### src/rtl/ddr_burst_sequencer.sv
// Burst initiator to the per-bank chip interface: one request in, BL registered beats out; read beats come
// back RDLAT+2 cycles after issue. Writes stall on wdata_valid; reads never stall and rdata has no backpressure.
module ddr_burst_sequencer #(
   parameter int BGWIDTH      = 2,
   parameter int BAWIDTH      = 2,
   parameter int ADDRWIDTH    = 17,
   parameter int COLWIDTH     = 10,
   parameter int DEVICE_WIDTH = 4,
   parameter int BL           = 8,
   parameter int RDLAT        = 1
) (
   input  logic                                                         clk,
   input  logic                                                         reset,
   input  logic                                                         req_valid,
   output logic                                                         req_ready,
   input  logic                                                         req_write,
   input  logic [BGWIDTH-1:0]                                           req_bg,
   input  logic [BAWIDTH-1:0]                                           req_ba,
   input  logic [ADDRWIDTH-1:0]                                         req_row,
   input  logic [COLWIDTH-1:0]                                          req_col,
   input  logic                                                         wdata_valid,
   output logic                                                         wdata_ready,
   input  logic [DEVICE_WIDTH-1:0]                                      wdata,
   output logic                                                         rdata_valid,
   output logic [DEVICE_WIDTH-1:0]                                      rdata,
   output logic                                                         rdata_last,
   output logic [2**BGWIDTH-1:0][2**BAWIDTH-1:0]                        rd_o_wr,
   output logic [2**BGWIDTH-1:0][2**BAWIDTH-1:0][ADDRWIDTH-1:0]         row,
   output logic [2**BGWIDTH-1:0][2**BAWIDTH-1:0][COLWIDTH-1:0]          column,
   output logic [2**BGWIDTH-1:0][2**BAWIDTH-1:0][DEVICE_WIDTH-1:0]      dqin,
   input  logic [2**BGWIDTH-1:0][2**BAWIDTH-1:0][DEVICE_WIDTH-1:0]      dqout
);

   localparam int LBL = $clog2(BL);
   localparam logic [LBL-1:0] LAST = LBL'(BL - 1);

   typedef enum logic [1:0] {IDLE, WRITE, READ, DRAIN} state_t;

   typedef struct packed {
      logic [BGWIDTH-1:0]   bg;
      logic [BAWIDTH-1:0]   ba;
      logic [ADDRWIDTH-1:0] row;
      logic [COLWIDTH-1:0]  col;
   } req_t;

   state_t                  state, state_nx;
   req_t                    req_q, req_nx, beat_req;
   logic [LBL-1:0]          k_q, k_nx, beat_k;
   logic                    beat_en, beat_wr, rd_beat, rd_last;
   logic [DEVICE_WIDTH-1:0] beat_dq;
   logic [COLWIDTH-1:0]     beat_col;
   logic                    ready_en;
   logic [RDLAT:0]          vld_sr, last_sr;

   assign req_ready   = (state == IDLE) && ready_en;
   assign wdata_ready = (state == WRITE);

   // Beat offset wraps inside the BL-aligned block; upper column bits are kept.
   assign beat_col = {beat_req.col[COLWIDTH-1:LBL], beat_req.col[LBL-1:0] + beat_k};
   assign rd_beat  = beat_en && !beat_wr;
   assign rd_last  = rd_beat && (beat_k == LAST);

   always_comb begin
      state_nx = state;
      req_nx   = req_q;
      k_nx     = k_q;
      beat_en  = 1'b0;
      beat_wr  = 1'b0;
      beat_req = req_q;
      beat_k   = k_q;
      beat_dq  = '0;
      case (state)
         IDLE: begin
            if (req_valid && req_ready) begin
               req_nx = '{bg: req_bg, ba: req_ba, row: req_row, col: req_col};
               k_nx   = '0;
               if (req_write) begin
                  state_nx = WRITE;
               end else begin
                  // Read beat 0 is issued straight from the request so it lands in the first busy cycle.
                  beat_en  = 1'b1;
                  beat_req = req_nx;
                  beat_k   = '0;
                  k_nx     = LBL'(1);
                  state_nx = READ;
               end
            end
         end
         WRITE: begin
            if (wdata_valid) begin
               beat_en = 1'b1;
               beat_wr = 1'b1;
               beat_dq = wdata;
               k_nx    = k_q + 1'b1;
               if (k_q == LAST) state_nx = IDLE;
            end
         end
         READ: begin
            beat_en = 1'b1;
            k_nx    = k_q + 1'b1;
            if (k_q == LAST) state_nx = DRAIN;
         end
         DRAIN: begin
            if (rdata_valid && rdata_last) state_nx = IDLE;
         end
         default: state_nx = IDLE;
      endcase
   end

   always_ff @(posedge clk or posedge reset) begin
      if (reset) begin
         state    <= IDLE;
         req_q    <= '0;
         k_q      <= '0;
         ready_en <= 1'b0;
      end else begin
         state    <= state_nx;
         req_q    <= req_nx;
         k_q      <= k_nx;
         ready_en <= 1'b1;
      end
   end

   always_ff @(posedge clk or posedge reset) begin
      if (reset) begin
         rd_o_wr <= '0;
         row     <= '0;
         column  <= '0;
         dqin    <= '0;
      end else begin
         rd_o_wr <= '0;
         row     <= '0;
         column  <= '0;
         dqin    <= '0;
         if (beat_en) begin
            rd_o_wr[beat_req.bg][beat_req.ba] <= beat_wr;
            row[beat_req.bg][beat_req.ba]     <= beat_req.row;
            column[beat_req.bg][beat_req.ba]  <= beat_col;
            dqin[beat_req.bg][beat_req.ba]    <= beat_dq;
         end
      end
   end

   // Stage 0 lines up with the registered column; stage RDLAT marks the cycle dqout is valid.
   always_ff @(posedge clk or posedge reset) begin
      if (reset) begin
         vld_sr      <= '0;
         last_sr     <= '0;
         rdata_valid <= 1'b0;
         rdata_last  <= 1'b0;
         rdata       <= '0;
      end else begin
         vld_sr[0]  <= rd_beat;
         last_sr[0] <= rd_last;
         for (int i = 1; i <= RDLAT; i++) begin
            vld_sr[i]  <= vld_sr[i-1];
            last_sr[i] <= last_sr[i-1];
         end
         rdata_valid <= vld_sr[RDLAT];
         rdata_last  <= last_sr[RDLAT];
         rdata       <= vld_sr[RDLAT] ? dqout[req_q.bg][req_q.ba] : '0;
      end
   end

endmodule

### config.mk
export PLATFORM = sky130hd
export DESIGN_NAME = ddr_burst_sequencer
export DESIGN_NICKNAME = d
export VERILOG_FILES = /design/src/rtl/ddr_burst_sequencer.sv
export SDC_FILE = /design/constraint.sdc
export NUM_CORES = 1
export LEC_CHECK = 0
export CORE_AREA = 2 2 241 243
export CTS_BUF_LIST = sky130_fd_sc_hd__clkbuf_2 sky130_fd_sc_hd__clkbuf_4 sky130_fd_sc_hd__clkbuf_8
export DETAILED_ROUTE_END_ITERATION = 8
export DIE_AREA = 0 0 243 245
export PLACE_DENSITY = 0.67
export SLEW_MARGIN = 20
export SYNTH_ARGS = -nofsm -noshare
export SYNTH_HDL_FRONTEND = slang
export SYNTH_SLANG_ARGS = --single-unit
export TNS_END_PERCENT = 10
### constraint.sdc
create_clock -name clk -period 21.8 [get_ports clk]
set_input_delay 2.18 -clock clk [delete_from_list [all_inputs] [get_ports clk]]
set_output_delay 2.18 -clock clk [all_outputs]
set_load 0.02 [all_outputs]
; ---- Yosys cells after proc, flatten, opt, wreduce, memory -nomap -nowiden
; Index checks and enable logic that the tools add are counted.
; W data, S select, Z words.
[op_classes]
addsub = 2
mul = 0
div_mod_pow = 0
magnitude_cmp = 6
n_eq_ne = 10
shift = 0
mux = 49
bitwise = 4
n_reduce_logical = 13
[op_table]
columns = operator, n
row1 = $and A272 B272 Y272, 1
row2 = $mux W272, 1
row3 = $and A160 B160 Y160, 1
row4 = $mux W160, 1
row5 = $demux W68 S2, 1
row6 = $mux W31, 3
row7 = $demux W40 S2, 1
row8 = $mux W68, 1
row9 = $and A64 B64 Y64, 1
row10 = $mux W64, 1
row11 = $mux W16, 3
row12 = $mux W40, 1
row13 = $demux W17 S2, 1
row14 = $bmux W16 S2, 1
row15 = $demux W16 S2, 1
row16 = $mux W4, 6
row17 = $demux W10 S2, 1
row18 = $mux W17, 1
row19 = $and A16 B16 Y16, 1
row20 = $demux W4 S2, 2
row21 = $mux W3, 5
row22 = $lt A2 B3 Y1 const B, 4
row23 = $mux W2, 6
row24 = $mux W10, 1
row25 = other kinds (21), 38
[totals]
ff_bits = 559
latch_bits = 0
ram_bits = 0
rom_bits = 0
inputBits = 104
output_inout_bits = 520
elab_cells = 148
n_memories = 0

; ---- Longest topological paths before layout
[logic_depth]
ltp_word = 13
depth_mapped = 13
ltp_nobuf = 12

; ---- Worst setup path after synthesis
; OpenSTA, ideal clock, no wires.
[synth_path]
kind = input -> register
from = in req_write
to = reg column[122] in the netlist's numbering
arrival_time_ns = 4.291
slack_ns = 17.367
path_stages = 11
n_path_buf = 2
path_cell_list = nand4b_4 buf_4 buf_2 nand2_1 nand2_1 ha_1 fa_1 xnor2_1 xnor2_1 a32oi_1 nor2_1
[synth_between]
elab_chain_len = 11
word_cells_on_any_way = 22
cone_classes = add/sub: 1 / order compare: 4 / mux: 14 / bitwise: 1 / reduce/logical: 2
[synth_rtl]
columns = item, line
row1 = start: declaration, 16  ; input logic req_write,
row2 = $mux W31, 77  ; if (req_write) begin
row3 = $mux W31, 74  ; if (req_valid && req_ready) begin
row4 = $mux W31, 72  ; case (state)
row5 = $lt A2 B3 Y1 (implied by the code) or $ge A2 B1 Y1 (tied branches), 138  ; column[beat_req.bg][beat_req.ba] <= beat_col;
row6 = $logic_and A1 B1 Y1 (implied by the code), 138
row7 = $mux W10 (implied by the code), 138
row8 = $demux W10 S2, 138
row9 = $mux W40 (implied by the code), 138
row10 = $demux W40 S2, 138
row11 = $and A160 B160 Y160 (no source line), -
row12 = $mux W160 *, 135  ; if (beat_en) begin
row13 = end signal: indexed assignment, 138
row14 = end: declaration, 29  ; output logic [2**BGWIDTH-1:0][2**BAWIDTH-1:0][COLWIDTH-1:0] column,
; Mark *: on every way between the ends. The rest lies on a longest branch, timed or not.
; A chain may end at the register's enable or synchronous reset.

; ---- Worst setup path in the final report
[layout_path]
from = in req_valid
to = reg column[21] in the netlist's numbering
[layout_between]
elab_chain_len = 11
word_cells_on_any_way = 20
cone_classes = add/sub: 1 / order compare: 4 / mux: 11 / bitwise: 1 / reduce/logical: 3
[layout_rtl]
columns = item, line
row1 = start: declaration, 14  ; input logic req_valid,
row2 = $logic_and A1 B1 Y1 *, 74
row3 = $mux W31, 74
row4 = $mux W31, 72
row5 = $lt A2 B3 Y1 (implied by the code) or $ge A2 B1 Y1 (tied branches), 138
row6 = $logic_and A1 B1 Y1 (implied by the code), 138
row7 = $mux W10 (implied by the code), 138
row8 = $demux W10 S2, 138
row9 = $mux W40 (implied by the code), 138
row10 = $demux W40 S2, 138
row11 = $and A160 B160 Y160 (no source line), -
row12 = $mux W160 *, 135
; Marks and branches as above.

==> reports/qor.csv <==
metric,value,unit
outcome,finished clean,
Logic pwr share,0.023,
CTS tree,yes,
Resized Gates After CTS,0,
grt ovf,0,
Crit. End Element,register,
complex-gate fraction of the synthesized area,0.00768,
simple-gate area share of the yosys netlist,0.147,
core region area,57000,sq um
cell type with the highest aggregate area in the netlist,dfrtp_1,
worst min-delay path startpoint,last_sr[0],
"Avg Cell Area, Syn",12.6,sq um
Num CTS Buffers,90,
clock root cell,clkbuf_8,
"Req. time, crit path",22.38,ns
RSZ-0062 raised after global routing,no,
DRT iter0 DRCs,689,
worst rel slew slack,0.328,
Finished Core Util,0.482,
Post-Route WL,61000,um
final period utilization,0.243,
synthesized instance count,1472,
worst skew pair latency,0.67,ns
register area share after synthesis,0.754,
top area cells in the synthesized netlist,"dfrtp_1 75%, nor2_1 11%, mux2_2 3.6%, nand2_1 2.9%, buf_2 1.5%",
Horiz. Die Dim,243,um
H-tree depth,3,
DP HPWL,42300,um
setup TNS,0,ns
CP arrival,5.88,ns
first-pass GRT wire length,90200,um
# DRC,0,
"Cell Area, Synth",18600,sq um
CTS Buffer Depth,3,
Total GRT Usage,0.205,
min Tclk post-route,5.30,ns
Max IR drop VDD,0.0574,mV
critical path launch point,req_valid,
fmax,0.189,GHz
I/O pin cnt,624,
synthesized flop and latch total,559,
hold slack,0.347,ns
Worst-Margin Slew,1.01,ns
Routed Antenna Nets,0,
initial antenna violation count,7,
sequential share of power,0.513,
Sink Count,559,
largest family of logic cells by synthesized area,simple AND/OR/NAND/NOR gates,
"Setup Fix Bufs, Post-CTS",0,
worst reg2reg setup slack,17.75,ns
Crit Path Category,primary input to register,
Leak,0.0120,uW
vias in the first global route,14012,
Worst Path Max Fanout,63,
Pre-antenna DRT Iters,5,
IO Port Bufs,623,
die height,245,um
via count,13422,
fraction of layout cells with a size suffix above 1,0.119,
row cnt,88,
fillcell total,5056,
Hold/Removal Path Class,register to register,
Switching Share,0.219,
PwrDens,73.6,nW/um^2
Fin Clk Skew,0.0390,ns
met2 WL,30500,um
Routed met1 length,23200,um
Synth Flop Type,dfrtp_1,
Storage cell area,14000,sq um
mux share of post-synthesis cell area,0.0605,
largest net degree at the start of global routing,108,
Post-Synth Adder-Cell Area,0.00715,
starting density of the core,0.325,
most common cell in the netlist,dfrtp_1,
area share of the largest cell type after synthesis,0.754,
max layer used,met5,
Commonest cells post-synth,"559 x dfrtp_1, 523 x nor2_1, 141 x nand2_1, 60 x mux2_2, 56 x buf_2",
Mapped Nets,1586,
routed len/inst,20.6,um
final hold viol count,0,
synthesis-to-layout area growth,48.2,%
R2R Path Start,state[0],
maxcap violations,0,
met3 WL post-DR,4710,um
Avg Vias per Cell,4.53,
cts hold-fix bufs,0,
Post-Synth XOR/XNOR Area,0.00142,
"EDFF count, synth",0,
crit start category,primary input,
Die ar.,59500,sq um
Multi-input gate area,4230,sq um
yosys warns,0,
Switch Pwr,443,uW
clock-pin slew on the worst setup and hold paths,0.06,ns
routability cong.,0.844,
Final Net Count,2239,
power share of the clock group,0.464,
Final Max Tran Viols,0,
Async SR Flop Fraction,1.00,
Finish-stage setup viols,0,
post-synthesis cell type count,37,
cell-internal power,1580,uW
-- area by class of cell --
class	instances	area share
repair buffers	640	0.232
diodes	2	0.000182
multi-input cells	824	0.154
well taps	765	0.0348
clock buffers	138	0.0631
clock inverters	22	0.00659
flip-flops and latches	559	0.508
inverters	10	0.00164
-- kinds of logic after synthesis --
group           count (synthesis)
compound gates                 22
xor+xnor                        3
simple gates                  699
buf+inv                        89
fa+ha+maj                      10
mux                            89
flops                         559
other cells                     1
-- critical path, stage by stage --
cell	delay, ns
clkdlybuf4s50_1	0.58
nand4b_4	0.11
buf_4	0.33
a21oi_2	0.76
nand3_4	0.81
buf_4	0.68
nor2_1	0.21
-- cell usage in the layout, fill, tap and decap left out, drive strengths merged, types with 2 or more instances in the layout --
master         synthesis  routed
ha                     9       9
nand3                 17      17
and2                   3       3
a221oi                 2       2
nor2b                  2       2
o21ai                  8       8
dfrtp                559     559
o211ai                 2       2
buf                   64      17
nor2                 523     523
nand2                141     141
inv                    9      14
mux2i                 17      17
nand2b                 5       5
and3                   4       4
mux2                  60      60
nor3                   2       2
diode                  0       2
a31oi                  2       2
clkinv                 1      15
clkdlybuf4s50          0     623
clkinvlp               0       2
clkbuf                15     138
mux4                  12      12
xnor2                  3       3
a21oi                  3       3
-- through the flow --
| stage | power (uW) | worst slack [ns] | instance area, sq um | instances |
|---|---|---|---|---|
| after floorplan | 1080 | 3.99 | 18600 | 1472 |
| after global placement | 1100 | 15.92 | 25600 | 2798 |
| after detailed placement | 1100 | 15.79 | 25600 | 2798 |
| after CTS | 2050 | 16.54 | 27500 | 2958 |
| after global routing | 2100 | 16.32 | 27500 | 2960 |
| final | 2020 | 16.50 | 27500 | 2960 |
-- power groups by stage --
stage               Clock [uW]  Combinational, uW  Sequential (uW)
floorplan                    0               18.5             1060
global placement             0               45.6             1060
detailed placement           0               47.1             1060
CTS                        964               47.2             1040
global route              1010               51.9             1040
finish                     940               45.7             1040
-- flip-flops by register name, summed over array words and instances, names as in the netlist --
signal,cells
last_sr,2
ready_en,1
dqin,64
rdata_valid,1
rdata_last,1
k_q,3
rd_o_wr,16
row,272
vld_sr,2
rdata,4
state,2
req_q,31
column,160
-- path summary, 6_finish.rpt --
path                                to  depth (start not counted)
min in group asynchronous      row[76]                          2
setup reg to reg            column[21]                          8
hold reg to reg             last_sr[1]                          0
setup / recovery            column[21]                          7
max in group asynchronous  rdata_valid                          4
hold / removal              last_sr[1]                          0
-- per-layer routing --
metal  track usage  vias to the layer above
li1              -                     5927
met1         0.245                     6755
met3        0.0559                      139
met5             0                        -
met2         0.342                      591
met4         0.100                       10
No activity file was read; power rests on OpenSTA's default activity.
==> RTL change 1: new RTL, same settings <==
`rdata` no longer has a reset.
--- a/src/rtl/ddr_burst_sequencer.sv
+++ b/src/rtl/ddr_burst_sequencer.sv
@@ -148,7 +148,6 @@
          last_sr     <= '0;
          rdata_valid <= 1'b0;
          rdata_last  <= 1'b0;
-         rdata       <= '0;
       end else begin
          vld_sr[0]  <= rd_beat;
          last_sr[0] <= rd_last;
@@ -158,8 +157,11 @@
          end
          rdata_valid <= vld_sr[RDLAT];
          rdata_last  <= last_sr[RDLAT];
-         rdata       <= vld_sr[RDLAT] ? dqout[req_q.bg][req_q.ba] : '0;
       end
+   end
+
+   always_ff @(posedge clk) begin
+      rdata <= vld_sr[RDLAT] ? dqout[req_q.bg][req_q.ba] : '0;
    end
 
 endmodule
Check against the original RTL: not settled (the Yosys comparison gave no result); the edit may change what the design does.
==> RTL change 1 against the unedited design <==
- final cell count is 0.14% higher
- sequential cell count unchanged
- wire length shrank 1.7%
- clock power increased by 1%
- largest power group unchanged
- highest routed layer is now met4
- global-route usage fell by 0.67 points
- power increased by 0.53%
- final area up 0.20%
- area after synthesis grew 0.17%
- worst setup slack lost 0.015 ns
==> RTL change 1: results (changes against the unedited design) <==
| Metric | Value |
|---|---|
| Antenna violations before repair | `3 (was 7)` |
| Global-route wire length before repair | `88.04 mm (was 90.21 mm)` |
| VDD IR max | `0.04249 mV (was 0.05743 mV)` |
| Synth cell types | `40 (was 37)` |
| Met1 usage | `22.67% (was 24.50%)` |
| Sequential-to-total area share from yosys stat | `75.13% (was 75.36%)` |
| Worst Path Max Fanout | `64 (was 63)` |
| Average wire per standard cell | `20.25 um (was 20.62 um)` |
| Slew @ Worst Pin | `1.089 ns (was 1.008 ns)` |
| Top post-synthesis cells by area | `dfrtp_1, nor2_1, mux2_2, nand2_1, buf_2 (unchanged)` |
| Cells after Synth | `1475 (was 1472)` |
| Vias in the first global route | `14220 (was 14010)` |
| Post-synth ARST share | `99.28% (was 100.0%)` |
| Placed cells | `2797 (was 2798)` |
| Met2 Track Usage GR | `34.40% (was 34.19%)` |
| Post-Place Setup Slack | `15.80 ns (was 15.79 ns)` |
| GR Layer Usage met3 | `5.500% (was 5.587%)` |
| TritonCTS buffer count | `91 (was 90)` |
| Worst hold slack | `0.3420 ns (was 0.3474 ns)` |
| Area post-placement | `25570 sq um (was 25580 sq um)` |
| Largest net degree at the start of global routing | `201 (was 108)` |
| Vias post-DR | `13470 (was 13420)` |
| Status | `completed (unchanged)` |
| Placer Congestion | `0.8412 (was 0.8441)` |
| Net Count, Synth | `1589 (was 1586)` |
| Fin cells | `2964 (was 2960)` |
| GRT Total Usage | `19.79% (was 20.46%)` |
| Largest regs | `row: 272 flops, column: 160 flops, dqin: 64 flops (unchanged)` |
| Number of DRC markers in iteration 0 | `676 (was 689)` |
| Pleak | `0.01202 uW (was 0.01203 uW)` |
| Dpl hpwl | `40.98 mm (was 42.28 mm)` |
| Fin nets | `2240 (was 2239)` |
| Fin Clk Skew | `0.02890 ns (was 0.03903 ns)` |
| Commonest cells in the netlist | `dfrtp_1, nor2_1, nand2_1 (unchanged)` |
| WP data arrival | `5.89 ns (was 5.88 ns)` |
==> RTL change 1: cells by family after synthesis <==
logic type,Yosys count,synth area share [%]
AND/OR/NAND/NOR,700,14.74
flip-flops,559,75.13
multiplexers,91,6.016
buffers and inverters,88,2.436
AO/OA/AOI/OAI,23,0.8076
adder cells (fa/ha/maj),10,0.7133
XOR/XNOR,3,0.1413
other,1,0.02017
==> RTL change 1: layer usage <==
layer,vias up,part of all wire (%),wire [um]
li1,5926,-,-
met4,0,3.8,2309
met1,6859,37,22360
met3,128,7.1,4242
met2,560,52,31110
met5,-,0,0
==> RTL change 1: path summary, 6_finish.rpt <==
path                               end        from  slack [ns]  cells after the start
setup / recovery           rd_o_wr[11]   req_valid       16.48                      7
hold reg to reg             last_sr[1]  last_sr[0]        0.34                      0
min in group asynchronous      row[73]       reset        2.04                      2
max in group asynchronous   rdata_last       reset       17.33                      5
setup reg to reg           rd_o_wr[11]    state[1]       17.73                      8
hold / removal              last_sr[1]  last_sr[0]        0.34                      0
==> RTL change 1: final cells by class <==
cell class | instances | area, sq um
flip-flops and latches | 559 | 13970
well taps | 765 | 957.2
fillers | 5106 | 29470
clock inverters | 17 | 157.7
multi-input cells | 828 | 4244
inverters | 9 | 41.29
clock buffers | 145 | 1802
repair buffers | 637 | 6386
diodes | 4 | 10.01
==> RTL change 1: critical path: stages <==
cell and delay [ns]:
clkdlybuf4s50_1 0.60, nand4b_4 0.13, buf_4 0.37, a21oi_2 0.74, nand3_4 0.76, buf_4 0.67
nor2_1 0.26
==> RTL change 1: report_power, final <==
part | internal [uW] | switching (uW) | leakage, uW
Sequential | 1040 | 0.272 | 0.00778
Combinational | 20.0 | 25.9 | 0.00320
Clock | 538 | 412 | 0.00104
Total | 1600 | 438 | 0.0120
==> RTL change 2: new RTL, same flow settings <==
Without the edit above. Change the parameter `COLWIDTH` from 10 to 8.
--- a/src/rtl/ddr_burst_sequencer.sv
+++ b/src/rtl/ddr_burst_sequencer.sv
@@ -4,7 +4,7 @@
    parameter int BGWIDTH      = 2,
    parameter int BAWIDTH      = 2,
    parameter int ADDRWIDTH    = 17,
-   parameter int COLWIDTH     = 10,
+   parameter int COLWIDTH     = 8,
    parameter int DEVICE_WIDTH = 4,
    parameter int BL           = 8,
    parameter int RDLAT        = 1
Ports: changed (resized column and req_col); port bits go from 624 to 590. The function was not compared with the original's and may differ.
==> RTL change 2 against the unedited design <==
- worst setup slack worse by 0.064 ns
- first-iteration DRC count is 0.58% lower
- power is 2.5% lower
- area after synthesis is 5.2% lower
- via count is 5.3% lower
- final area is 5.0% lower
- global-route usage is 1.7 points lower
- wire length is 6.2% lower
- clock power is 2% higher
- clock skew is 0.0021 ns higher
- synthesized cell count is 5.9% lower
- sequential cell count is 34 lower
- critical path type unchanged
- largest cell class unchanged
==> RTL change 2: results (changes against the unedited design) <==
| Metric | Value |
|---|---|
| Net Count, Synth | `1497 (was 1586)` |
| Reg2Reg Depth | `11 (was 8)` |
| Top post-synthesis cells by area | `dfrtp_1, nor2_1, mux2_2, nand2_1, mux4_2 (was dfrtp_1, nor2_1, mux2_2, nand2_1, buf_2)` |
| Worst stage delay on the critical path | `0.79 ns (was 0.81 ns)` |
| Synth Area in XOR/XNOR | `0.1493% (was 0.1416%)` |
| Met2 Track Usage GR | `31.06% (was 34.19%)` |
| Worst Path Max Fanout | `30 (was 63)` |
| Commonest cells in the netlist | `dfrtp_1, nor2_1, nand2_1 (unchanged)` |
| Dpl hpwl | `39.51 mm (was 42.28 mm)` |
| Routed WL | `57.28 mm (was 61.04 mm)` |
| DR top layer | `met4 (was met5)` |
| Pleak | `0.01137 uW (was 0.01203 uW)` |
| Antenna violations before repair | `3 (was 7)` |
| GRT Total Usage | `18.78% (was 20.46%)` |
| GR Layer Usage met3 | `5.358% (was 5.587%)` |
| Post-Place Setup Slack | `15.72 ns (was 15.79 ns)` |
| Post-synthesis mux area share | `6.200% (was 6.053%)` |
| Vias per inst | `4.483 (was 4.534)` |
| Status | `completed (unchanged)` |
| Adder-cell share of the synthesized area | `0.7537% (was 0.7145%)` |
| Fin nets | `2114 (was 2239)` |
| Number of DRC markers in iteration 0 | `685 (was 689)` |
| Slew @ Worst Pin | `1.053 ns (was 1.008 ns)` |
| TritonCTS buffer count | `86 (was 90)` |
| Delay-heaviest family, CP | `simple AND/OR/NAND/NOR gates (was buffers and inverters)` |
| CTS root buf | `clkbuf_8 (unchanged)` |
| Largest net degree at the start of global routing | `177 (was 108)` |
| Synthesized area per cell | `12.71 sq um (was 12.61 sq um)` |
| Global-route wire length before repair | `83.66 mm (was 90.21 mm)` |
| Placer Congestion | `0.8344 (was 0.8441)` |
| Placed cells | `2679 (was 2798)` |
| VDD IR max | `0.06059 mV (was 0.05743 mV)` |
| Synth cell types | `39 (was 37)` |
| Metal-1 WL | `22.60 mm (was 23.25 mm)` |
| Fin Clk Skew | `0.04113 ns (was 0.03903 ns)` |
| Number of fill cells in the layout | `5216 (was 5056)` |
RTL change 2: worst register-to-register path: cells and delay by family (launching register included):
family	cells	cell delay, ns
adder cells (fa/ha/maj)	3	0.97
XOR/XNOR	2	0.31
buffers and inverters	1	0.12
AND/OR/NAND/NOR	4	1.56
flip-flops	1	0.43
AO/OA/AOI/OAI	1	0.58
RTL change 2: power by group:
group | leakage [uW] | switching (uW) | internal [uW]
clock network | 0.00103 | 400 | 556
registers | 0.00732 | 0.167 | 975
logic | 0.00302 | 24.4 | 19.1
total | 0.0114 | 424 | 1550
RTL change 2: layout make-up:
cell class	count	share of cell area (%)
Clock inverter	22	1.182
Antenna cell	4	0.03830
Timing Repair Buffer	603	23.02
Inverter	9	0.1580
Tap cell	765	3.662
Multi-Input combinational cell	777	15.40
Sequential cell	525	50.27
Clock buffer	130	6.272
RTL change 2: path summary, 6_finish.rpt:
path                             from    endpoint  slack, ns
setup / recovery            req_valid  column[50]      16.43
hold / removal             last_sr[1]  rdata_last       0.33
setup reg to reg             state[0]  column[50]      17.67
hold reg to reg            last_sr[1]  rdata_last       0.33
max in group asynchronous       reset   req_q[25]      17.52
min in group asynchronous       reset    row[209]       2.09
RTL change 2: per-stage QoR:
stage                     hold slack [ns]  power (uW)  cell area, sq um  utilization, %
after floorplan                    0.3312        1011             17600               -
after global placement             0.3364        1036             24170           42.38
after detailed placement           0.3379        1038             24170           42.38
after CTS                          0.3397        1999             26120           45.80
after global routing               0.3443        2045             26130           45.82
final                              0.3349        1974             26140           45.82
RTL change 2: logic make-up (layout without fill, tap and decap cells):
kind of cell,count (synthesis),in the layout
adder cells (fa/ha/maj),10,10
other,1,5
AO/OA/AOI/OAI,23,23
AND/OR/NAND/NOR,655,655
XOR/XNOR,3,3
buffers and inverters,83,764
flip-flops,525,525
multiplexers,85,85
